==> config.mk <==
export PLATFORM = sky130hd
export DESIGN_NAME = weight_fetch_ctrl
export DESIGN_NICKNAME = d
export VERILOG_FILES = /design/src/rtl/weight_fetch_ctrl_pkg.sv /design/src/rtl/wfc_outstanding_tracker.sv /design/src/rtl/weight_fetch_ctrl.sv
export SDC_FILE = /design/constraint.sdc
export NUM_CORES = 1
export LEC_CHECK = 0
export ABC_CLOCK_PERIOD_IN_PS = 7750
export BUFFER_PORTS_ARGS = -buffer_cell sky130_fd_sc_hd__clkbuf_2
export CORE_MARGIN = 2
export CORE_UTILIZATION = 55
export CTS_BUF_LIST = sky130_fd_sc_hd__clkbuf_8
export DETAILED_ROUTE_END_ITERATION = 8
export HOLD_SLACK_MARGIN = 0.03
export PLACE_DENSITY = 0.84
export SKIP_LAST_GASP = 1
export SYNTH_ARGS = -nofsm -noshare
export SYNTH_HDL_FRONTEND = slang
export SYNTH_SLANG_ARGS = --single-unit
==> constraint.sdc <==
create_clock -name clk -period 7.75 [get_ports clk]
set_input_delay 0.775 -clock clk [delete_from_list [all_inputs] [get_ports clk]]
set_output_delay 0.775 -clock clk [all_outputs]
set_load 0.02 [all_outputs]
==> src/rtl/weight_fetch_ctrl_pkg.sv <==
// Shared definitions for the weight fetch sequencer and the tile scheduler.
// States: IDLE idle | REQ issuing reads | DRAIN awaiting data | DONE done pulse | FLUSH abort drain
package weight_fetch_ctrl_pkg;

  localparam logic [2:0] ST_IDLE  = 3'd0;
  localparam logic [2:0] ST_REQ   = 3'd1;
  localparam logic [2:0] ST_DRAIN = 3'd2;
  localparam logic [2:0] ST_DONE  = 3'd3;
  localparam logic [2:0] ST_FLUSH = 3'd4;

  function automatic int unsigned wfc_byte_stride(input int unsigned dw);
    return dw / 8;
  endfunction

endpackage

==> src/rtl/wfc_outstanding_tracker.sv <==
// Request/response counters for the weight fetch; outstanding is their CW-bit difference.
module wfc_outstanding_tracker #(
  parameter int CW              = 16,
  parameter int MAX_OUTSTANDING = 8
) (
  input  logic          clk,
  input  logic          rst,
  input  logic          clear,
  input  logic          accept,
  input  logic          response,
  output logic [CW-1:0] req_cnt,
  output logic [CW-1:0] rsp_cnt,
  output logic [CW-1:0] outstanding,
  output logic          limit_hit
);

  always_ff @(posedge clk or posedge rst) begin
    if (rst) begin
      req_cnt <= '0;
      rsp_cnt <= '0;
    end else if (clear) begin
      req_cnt <= '0;
      rsp_cnt <= '0;
    end else begin
      if (accept)   req_cnt <= req_cnt + 1'b1;
      if (response) rsp_cnt <= rsp_cnt + 1'b1;
    end
  end

  assign outstanding = req_cnt - rsp_cnt;
  assign limit_hit   = (outstanding >= CW'(MAX_OUTSTANDING));

endmodule

==> src/rtl/weight_fetch_ctrl.sv <==
// Weight-buffer fill sequencer: single-word Avalon-MM reads written to consecutive buffer slots.
// Optional fetch cycle counter (perf_cycles) is built when WFC_PERF_CNT_EN is defined.
module weight_fetch_ctrl
  import weight_fetch_ctrl_pkg::*;
#(
  parameter int AW              = 32,
  parameter int DW              = 32,
  parameter int CW              = 16,
  parameter int WEIGHT_NUM      = 64,
  parameter int MAX_OUTSTANDING = 8
) (
  input  logic          clk,
  input  logic          rst,
  input  logic          start,
  input  logic          clean,
  input  logic [AW-1:0] base_addr,
  output logic          busy,
  output logic          done,
  output logic [AW-1:0] avm_address,
  output logic          avm_read,
  input  logic          avm_waitrequest,
  input  logic [DW-1:0] avm_readdata,
  input  logic          avm_readdatavalid,
  output logic          wbuf_wr_en,
  output logic [CW-1:0] wbuf_wr_addr,
  output logic [DW-1:0] wbuf_wr_data
`ifdef WFC_PERF_CNT_EN
  ,
  output logic [31:0]   perf_cycles
`endif
);

  localparam logic [AW-1:0] STRIDE = AW'(wfc_byte_stride(DW));

  logic [2:0]    state;
  logic [2:0]    state_nxt;
  logic [AW-1:0] base_q;
  logic          pending_q;
  logic [CW-1:0] req_cnt;
  logic [CW-1:0] rsp_cnt;
  logic [CW-1:0] outstanding;
  logic          limit_hit;
  logic          start_ok;
  logic          accept;
  logic          fill_window;
  logic          response;

  assign start_ok    = (state == ST_IDLE) && start && !clean;
  assign accept      = avm_read && !avm_waitrequest;
  assign fill_window = (state == ST_REQ) || (state == ST_DRAIN);
  assign response    = avm_readdatavalid && (fill_window || (state == ST_FLUSH));

  wfc_outstanding_tracker #(
    .CW              (CW),
    .MAX_OUTSTANDING (MAX_OUTSTANDING)
  ) u_tracker (
    .clk         (clk),
    .rst         (rst),
    .clear       (start_ok),
    .accept      (accept),
    .response    (response),
    .req_cnt     (req_cnt),
    .rsp_cnt     (rsp_cnt),
    .outstanding (outstanding),
    .limit_hit   (limit_hit)
  );

  // Address follows req_cnt, so it cannot move while a stalled read is pending.
  assign avm_address = base_q + AW'(req_cnt) * STRIDE;

  // In FLUSH only a read already stalled on waitrequest may stay asserted.
  always_comb begin
    avm_read = 1'b0;
    case (state)
      ST_REQ:   avm_read = (req_cnt < CW'(WEIGHT_NUM)) && !limit_hit;
      ST_FLUSH: avm_read = pending_q;
      default:  avm_read = 1'b0;
    endcase
  end

  always_comb begin
    state_nxt = state;
    case (state)
      ST_IDLE:  if (start_ok) state_nxt = ST_REQ;
      ST_REQ: begin
        if (clean)                                          state_nxt = ST_FLUSH;
        else if (accept && req_cnt == CW'(WEIGHT_NUM - 1))  state_nxt = ST_DRAIN;
      end
      ST_DRAIN: begin
        if (clean)                                          state_nxt = ST_FLUSH;
        else if (response && rsp_cnt == CW'(WEIGHT_NUM - 1)) state_nxt = ST_DONE;
      end
      ST_DONE:  state_nxt = ST_IDLE;
      ST_FLUSH: if (outstanding == '0 && !pending_q) state_nxt = ST_IDLE;
      default:  state_nxt = ST_IDLE;
    endcase
  end

  always_ff @(posedge clk or posedge rst) begin
    if (rst) begin
      state     <= ST_IDLE;
      base_q    <= '0;
      pending_q <= 1'b0;
    end else begin
      state     <= state_nxt;
      pending_q <= avm_read && avm_waitrequest;
      if (start_ok) base_q <= base_addr;
    end
  end

  always_ff @(posedge clk or posedge rst) begin
    if (rst) begin
      wbuf_wr_en   <= 1'b0;
      wbuf_wr_addr <= '0;
      wbuf_wr_data <= '0;
    end else begin
      wbuf_wr_en <= avm_readdatavalid && fill_window;
      if (avm_readdatavalid && fill_window) begin
        wbuf_wr_addr <= rsp_cnt;
        wbuf_wr_data <= avm_readdata;
      end
    end
  end

  assign busy = (state != ST_IDLE);
  assign done = (state == ST_DONE);

`ifdef WFC_PERF_CNT_EN
  always_ff @(posedge clk or posedge rst) begin
    if (rst)                               perf_cycles <= '0;
    else if (start_ok)                     perf_cycles <= '0;
    else if (busy && perf_cycles != '1)    perf_cycles <= perf_cycles + 32'd1;
  end
`endif

endmodule

==> impl_summary.txt, run 1 <==
----------------------------------------------------
[Run status]
  Run status ... complete, no violations

[Worst setup path]
  CP Launch Point ... u_tracker.req_cnt[0]
  Capture point of the critical path ... avm_address[28]
  CP top delay family ... simple AND/OR/NAND/NOR gates
  Arrival time at the worst endpoint ... 3.72 ns
  Cells along the critical path ... ha_1, inv_1, fa_1, nor2b_1, o2111ai_1, and3_1, or4_1, a31oi_1, a21o_1, a21oi_1, nand2b_1, xnor2_1, clkbuf_2
  Critical register-to-register path startpoint ... u_tracker.req_cnt[0]
  Length in cells of the worst reg-to-reg path ... 12
  Kind of critical path ... reg -> out
  Type of element capturing the critical path ... primary output
  Crit path required time ... 6.97 ns
  Number of logic stages on the critical path including buffering ... 13
  Max stage delay on crit path ... 0.58 ns
  Highest fanout seen on the critical path ... 7
  Cell with the biggest individual delay on the critical path ... sky130_fd_sc_hd__or4_1
  Terminus of the critical flop-to-flop path ... state[2]
  Startpoint type of the worst setup path ... register
  Crit path buf inv count ... 2
  Setup slack, reg-to-reg ... 4.21 ns

[Detailed routing]
  Vias after detailed routing ... 5858
  Residual DRC count ... 0
  Number of DRC violations after detailed-routing iteration 0 ... 351
  Total routed wirelength ... 15800 um
  Routed wire length per instance ... 15.4 um
  Number of nets still failing antenna checks after routing ... 0
  Routed vias/inst ... 5.72
  Number of detailed-routing iterations run before antenna repair ... 5

[Synthesis]
  Proportion of synthesized chip area in sequential cells ... 43.2%
  Cell area after synthesis ... 6780 um2
  Commonest cells post-synth ... sky130_fd_sc_hd__nand2_1 (123), sky130_fd_sc_hd__dfrtp_1 (117), sky130_fd_sc_hd__mux2_2 (48), sky130_fd_sc_hd__nor2_1 (47), sky130_fd_sc_hd__ha_1 (33)
  FFs w/ async S/R, synth ... 100%
  Largest cells by area after synthesis ... sky130_fd_sc_hd__dfrtp_1 (43%), sky130_fd_sc_hd__mux2_2 (8.0%), sky130_fd_sc_hd__nand2_1 (6.8%), sky130_fd_sc_hd__ha_1 (6.1%), sky130_fd_sc_hd__xnor2_1 (4.0%)
  Nets in the synthesized netlist ... 819
  Dominant register cell in the synthesized netlist ... sky130_fd_sc_hd__dfrtp_1
  Top cell type's share of synthesized area ... 43.2%
  Cell type with the largest total area after synthesis ... sky130_fd_sc_hd__dfrtp_1
  Library cell with the highest instance count after synthesis ... sky130_fd_sc_hd__nand2_1
  Post-synth cell types ... 62
  Synthesis Warnings ... 0
  Cell count after synthesis ... 714
  Synth Area per Inst ... 9.50 um2
  Number of enable-type register cells in the synthesized netlist ... 0
  Number of synthesized register bits ... 117

[Clock network]
  Number of sinks handled by clock tree synthesis ... 117
  Clock edge transition at the registers on the reported setup and hold paths ... 0.08 ns
  Cell chosen for the clock root ... sky130_fd_sc_hd__clkbuf_8
  Clock tree buffer depth ... 2
  CTS hold repair buffers ... 0
  TritonCTS clock tree ... done
  Worst skew pair latency ... 0.45 ns
  H-tree lvl count ... 4
  Post-CTS setup buffer count ... 0
  Post-CTS resize count ... 0
  Number of buffers added by the clock tree synthesis step ... 17

[Layout]
  Fraction of final layout cells with drive strength greater than 1 ... 28.3%
  Number of inserted diodes ... 0
  Final Cell Area ... 8060 um2
  Layout net count ... 969
  Layout Area Growth over Synthesis ... 18.9%
  Final core utilization ... 67.1%
  Fill cells ... 955

[Placement]
  Half-perimeter wire length after detailed placement ... 11500 um
  Last weighted congestion value of the routability-driven placer ... 0.941
  Instance area after placement ... 7650 um2
  PortBufs ... 153

[Global route]
  Tot GR Track Use ... 25.2%
  GRT Residual Overflow ... 0
  Antenna violations before repair ... 0
  Number of global-route vias before repair ... 5697
  Wire length of the first global-routing pass ... 26400 um
  Pin count of the biggest net entering global routing ... 65

[Timing]
  Final-layout worst hold slack ... 0.401 ns
  Number of max-slew violations in the final report ... 0
  Period utilisation layout ... 58.0%
  Final setup violation count ... 0
  Final-report hold violation count ... 0
  RSZ-0062 raised after global routing ... false
  Aggregate negative setup slack ... 0 ns
  Post-route minimum period ... 4.49 ns
  Slew @ Worst Pin ... 1.15 ns
  Max Clk Rate ... 223 MHz
  Slew margin rel. ... 23.0%
  Final Skew ... 0.0158 ns

[Floorplan]
  Boundary pin count ... 154
  Area of the core ... 12000 um2
  Std-Cell Rows ... 40
  Effective utilization at floorplan ... 56.4%
  Die Footprint ... 13200 um2
  Die span in y ... 115 um
  Horiz. Die Dim ... 115 um

[Power]
  Static leakage ... 4.06 nW
  Maximum VDD drop ... 0.000249 V
  Pwr dens ... 324 nW/um2

[Job]
  Max Cap Viol ... 0

[Min path]
  Class of the worst hold path ... in -> async

----------------------------------------------------
-- where the power goes --
part           internal [mW]  leakage [nW]  total, mW  switching, mW
clock network          0.306         0.200      0.572          0.266
logic                  0.436          2.34       1.09          0.656
registers              0.802          1.51      0.944          0.141
total                   1.55          4.06       2.61           1.06
-- cell usage in the layout (no fill, tap or decap), drive strengths merged, types with 7 or more instances in the layout --
cell type,netlist,routed
nor3,15,15
xor2,15,15
nand4,9,9
nor4,9,9
o31ai,10,10
mux2,48,48
nor2,47,47
xnor2,31,31
ha,33,33
or4,11,11
or3,9,9
o211ai,8,8
o21ai,18,18
mux2i,7,7
dfrtp,117,117
inv,31,36
and3,9,9
and2,8,8
nand2,123,123
a21oi,28,28
nand3,31,31
clkbuf,17,172
-- sequential cells by signal, summed over array words and instances (netlist names) --
| name | flops |
|---|---|
| base_q | 32 |
| pending_q | 1 |
| state | 3 |
| u_tracker.req_cnt | 16 |
| u_tracker.rsp_cnt | 16 |
| wbuf_wr_addr | 16 |
| wbuf_wr_data | 32 |
| wbuf_wr_en | 1 |
-- routing by layer --
layer | global-route usage [%] | up-vias | share of wire [%]
li1 | - | 2846 | -
met1 | 32.0 | 2754 | 43
met2 | 40.0 | 209 | 47
met3 | 6.33 | 49 | 6.4
met4 | 13.4 | 0 | 3.6
met5 | 0 | - | 0
-- area by class of cell --
class	instances	area, um2	share of cell area, %
repair buffers	157	796	9.87
multi-input cells	540	3630	45.0
well taps	147	184	2.28
clock buffers	19	262	3.24
inverters	31	119	1.47
clock inverters	13	145	1.80
flip-flops and latches	117	2930	36.3
-- how the worst min path moves through the flow --
stage | to | slack, ns | from
5_1_grt | pending_q | 0.45 | rst
2_1_floorplan | base_q[0] | 0.45 | base_q[0]
3_3_place_gp | base_q[0] | 0.47 | base_q[0]
4_1_cts | wbuf_wr_addr[3] | 0.40 | rst
3_5_place_dp | base_q[0] | 0.46 | base_q[0]
6_report | pending_q | 0.40 | rst
-- cell families (layout without fill, tap and decap cells) --
group	count (synthesis)	in the layout	share of synthesized area [%]
AOI/OAI and AO/OA	109	109	10.9
and+or+nand+nor	295	295	20.8
DFF	117	117	43.2
buffers and inverters	57	220	3.51
xor gates and xnor gates	46	46	5.94
muxes	55	55	9.01
adders and majority gates	35	35	6.68
-- per-stage QoR --
stage               cells  total power, mW  worst slack (ns)
CTS                  1024             2.63              3.24
finish               1024             2.61              3.26
detailed placement    992             2.05              3.75
global placement      992             2.01              3.81
global route         1024             2.78              2.99
floorplan             714             1.72              3.87
Note: power is estimated with default switching activity, not from simulation.
==> inputs of run 2 (changes only) <==
--- a/config.mk
+++ b/config.mk
@@ -5,14 +5,15 @@
 export SDC_FILE = /design/constraint.sdc
 export NUM_CORES = 1
 export LEC_CHECK = 0
-export ABC_CLOCK_PERIOD_IN_PS = 7750
+export ABC_AREA = 1
+export ABC_CLOCK_PERIOD_IN_PS = 3800
 export BUFFER_PORTS_ARGS = -buffer_cell sky130_fd_sc_hd__clkbuf_2
 export CORE_MARGIN = 2
-export CORE_UTILIZATION = 55
+export CORE_UTILIZATION = 52
 export CTS_BUF_LIST = sky130_fd_sc_hd__clkbuf_8
 export DETAILED_ROUTE_END_ITERATION = 8
 export HOLD_SLACK_MARGIN = 0.03
-export PLACE_DENSITY = 0.84
+export PLACE_DENSITY = 0.83
 export SKIP_LAST_GASP = 1
 export SYNTH_ARGS = -nofsm -noshare
 export SYNTH_HDL_FRONTEND = slang
==> constraint.sdc (replaced) <==
create_clock -name clk -period 3.8 [get_ports clk]
set_input_delay 0.38 -clock clk [delete_from_list [all_inputs] [get_ports clk]]
set_output_delay 0.38 -clock clk [all_outputs]
set_load 0.02 [all_outputs]
==> impl_summary.txt, run 2 <==
----------------------------------------------------
[Global route]
  GRT Residual Overflow ... 0
  Pin count of the biggest net entering global routing ... 75
  Antenna violations before repair ... 0
  Number of global-route vias before repair ... 6446
  Tot GR Track Use ... 25.6%
  Wire length of the first global-routing pass ... 30300 um

[Layout]
  Final Cell Area ... 8560 um2
  Number of inserted diodes ... 0
  Fraction of final layout cells with drive strength greater than 1 ... 20.1%
  Most common cell after layout, fill and taps aside ... sky130_fd_sc_hd__nand2_1
  Layout net count ... 1234
  Layout Area Growth over Synthesis ... 18.4%
  Leading cell types in the layout, fill and taps excluded ... sky130_fd_sc_hd__nand2_1 (362), sky130_fd_sc_hd__clkbuf_2 (153), sky130_fd_sc_hd__dfrtp_1 (117)
  Regs by FF count ... base_q x32, wbuf_wr_data x32

[Floorplan]
  Effective utilization at floorplan ... 52.7%
  Die span in y ... 122 um
  Area of the core ... 13700 um2
  Horiz. Die Dim ... 122 um
  Die Footprint ... 14900 um2
  Std-Cell Rows ... 43
  Boundary pin count ... 154

[Synthesis]
  Number of synthesized register bits ... 117
  Cell area after synthesis ... 7240 um2
  Synth Area per Inst ... 7.42 um2
  Proportion of synthesized chip area in sequential cells ... 40.5%
  Dominant register cell in the synthesized netlist ... sky130_fd_sc_hd__dfrtp_1
  Synthesis Warnings ... 0
  Largest cells by area after synthesis ... sky130_fd_sc_hd__dfrtp_1 (40%), sky130_fd_sc_hd__nand2_1 (19%), sky130_fd_sc_hd__ha_1 (5.7%), sky130_fd_sc_hd__inv_1 (5.4%), sky130_fd_sc_hd__xor2_1 (4.8%)
  Post-synth cell types ... 46
  Commonest cells post-synth ... sky130_fd_sc_hd__nand2_1 (363), sky130_fd_sc_hd__dfrtp_1 (117), sky130_fd_sc_hd__inv_1 (104), sky130_fd_sc_hd__nor2_1 (52), sky130_fd_sc_hd__o21ai_0 (45)
  Nets in the synthesized netlist ... 1080
  Number of enable-type register cells in the synthesized netlist ... 0
  Top cell type's share of synthesized area ... 40.5%
  FFs w/ async S/R, synth ... 100%
  Cell count after synthesis ... 975
  Library cell with the highest instance count after synthesis ... sky130_fd_sc_hd__nand2_1
  Cell type with the largest total area after synthesis ... sky130_fd_sc_hd__dfrtp_1

[Power]
  Maximum VDD drop ... 0.000423 V
  Total power of the final layout ... 7.43 mW
  Static leakage ... 4.74 nW
  Pwr dens ... 867 nW/um2

[Worst setup path]
  Startpoint type of the worst setup path ... register
  Highest fanout seen on the critical path ... 5
  Crit path required time ... 3.42 ns
  Type of element capturing the critical path ... primary output
  Arrival time at the worst endpoint ... 3.17 ns
  Kind of critical path ... reg -> out

[Detailed routing]
  Number of DRC violations after detailed-routing iteration 0 ... 459
  Vias after detailed routing ... 6803
  Residual DRC count ... 0
  Total routed wirelength ... 18200 um
  Number of nets still failing antenna checks after routing ... 0
  Routed vias/inst ... 5.15
  Number of detailed-routing iterations run before antenna repair ... 6
  Routed wire length per instance ... 13.8 um

[Clock network]
  Number of buffers added by the clock tree synthesis step ... 17
  Clock tree buffer depth ... 2
  Clock edge transition at the registers on the reported setup and hold paths ... 0.07 ns
  Number of sinks handled by clock tree synthesis ... 117
  Worst skew pair latency ... 0.47 ns
  TritonCTS clock tree ... done
  CTS hold repair buffers ... 0
  Cell chosen for the clock root ... sky130_fd_sc_hd__clkbuf_8
  H-tree lvl count ... 4

[Timing]
  Slew margin rel. ... 33.0%
  Post-route minimum period ... 3.55 ns
  Period utilisation layout ... 93.5%
  Final-report hold violation count ... 0
  Final Skew ... 0.0104 ns
  Slew @ Worst Pin ... 1.00 ns
  RSZ-0062 raised after global routing ... false
  Number of max-slew violations in the final report ... 0
  Aggregate negative setup slack ... 0 ns
  Final setup violation count ... 0
  Max Clk Rate ... 281 MHz

[Min path]
  Class of the worst hold path ... in -> reg

[Placement]
  Instance area after placement ... 8150 um2
  Last weighted congestion value of the routability-driven placer ... 0.896
  Half-perimeter wire length after detailed placement ... 13400 um
  PortBufs ... 153

[Run status]
  Run status ... complete, no violations

[Job]
  Max Cap Viol ... 0

----------------------------------------------------
-- run 2: layout make-up --
cell class,count,area [um2]
Inverter,111,419
Tap cell,180,225
Multi-Input combinational cell,723,3770
Timing Repair Buffer,159,811
Clock inverter,14,164
Sequential cell,117,2930
Clock buffer,18,248
Fill cell,1268,5150
-- run 2: repair_timing --
| item | in CTS | in global routing |
|---|---|---|
| setup endpoints to repair | 0 | 1 |
| resized for setup | 0 | 1 |
| setup buffers | 0 | 0 |
-- run 2: report_power, final --
group | switching (mW) | internal, mW
Clock | 0.549 | 0.659
Sequential | 0.357 | 1.71
Combinational | 2.77 | 1.39
-- run 2: final timing paths --
check | start | slack [ns] | end | depth (start not counted)
min in group asynchronous | rst | 0.13 | wbuf_wr_data[23] | 2
max in group asynchronous | rst | 2.83 | wbuf_wr_addr[5] | 3
min reg2reg | wbuf_wr_data[14] | 0.48 | wbuf_wr_data[14] | 2
max reg2reg | u_tracker.req_cnt[0] | 0.91 | u_tracker.req_cnt[0] | 18
min | avm_readdata[29] | 0.11 | wbuf_wr_data[29] | 3
max | u_tracker.req_cnt[0] | 0.25 | avm_address[28] | 13
-- run 2: per-layer routing --
layer  vias up  part of all wire [%]  track usage (%)
met3        33                   6.0             6.37
met2       216                    47             40.1
met1      3124                    44             34.0
li1       3430                     -                -
met5         -                     0                0
met4         0                   2.7             10.6
-- run 2: logic make-up after synthesis --
family / Yosys count / synth area share (%)
adders and majority gates: 35 / 6.26
DFF: 117 / 40.5
AOI/OAI and AO/OA: 107 / 8.18
buffers and inverters: 135 / 7.52
xor gates and xnor gates: 46 / 5.57
and+or+nand+nor: 535 / 32.0
-- run 2: per-stage QoR --
step	utilization, %	setup slack, ns	hold slack [ns]	cells
after floorplan	-	0.319	0.450	975
after global placement	59.4	0.776	0.462	1290
after detailed placement	59.4	0.691	0.464	1290
after CTS	62.4	0.169	0.0855	1322
after global routing	62.4	0.00904	0.0988	1322
final	62.4	0.247	0.109	1322
-- run 2: critical path: stages, from the launching register on --
cell and delay, ns:
sky130_fd_sc_hd__dfrtp_1 0.44, sky130_fd_sc_hd__ha_1 0.18, sky130_fd_sc_hd__inv_1 0.06, sky130_fd_sc_hd__fa_1 0.41
sky130_fd_sc_hd__nor3_1 0.19, sky130_fd_sc_hd__nor2_1 0.10, sky130_fd_sc_hd__o21ai_2 0.20, sky130_fd_sc_hd__nand3_1 0.09
sky130_fd_sc_hd__nand2_1 0.14, sky130_fd_sc_hd__inv_1 0.11, sky130_fd_sc_hd__nor3_1 0.26, sky130_fd_sc_hd__nand4_1 0.15
sky130_fd_sc_hd__xor2_1 0.19, sky130_fd_sc_hd__clkbuf_2 0.20
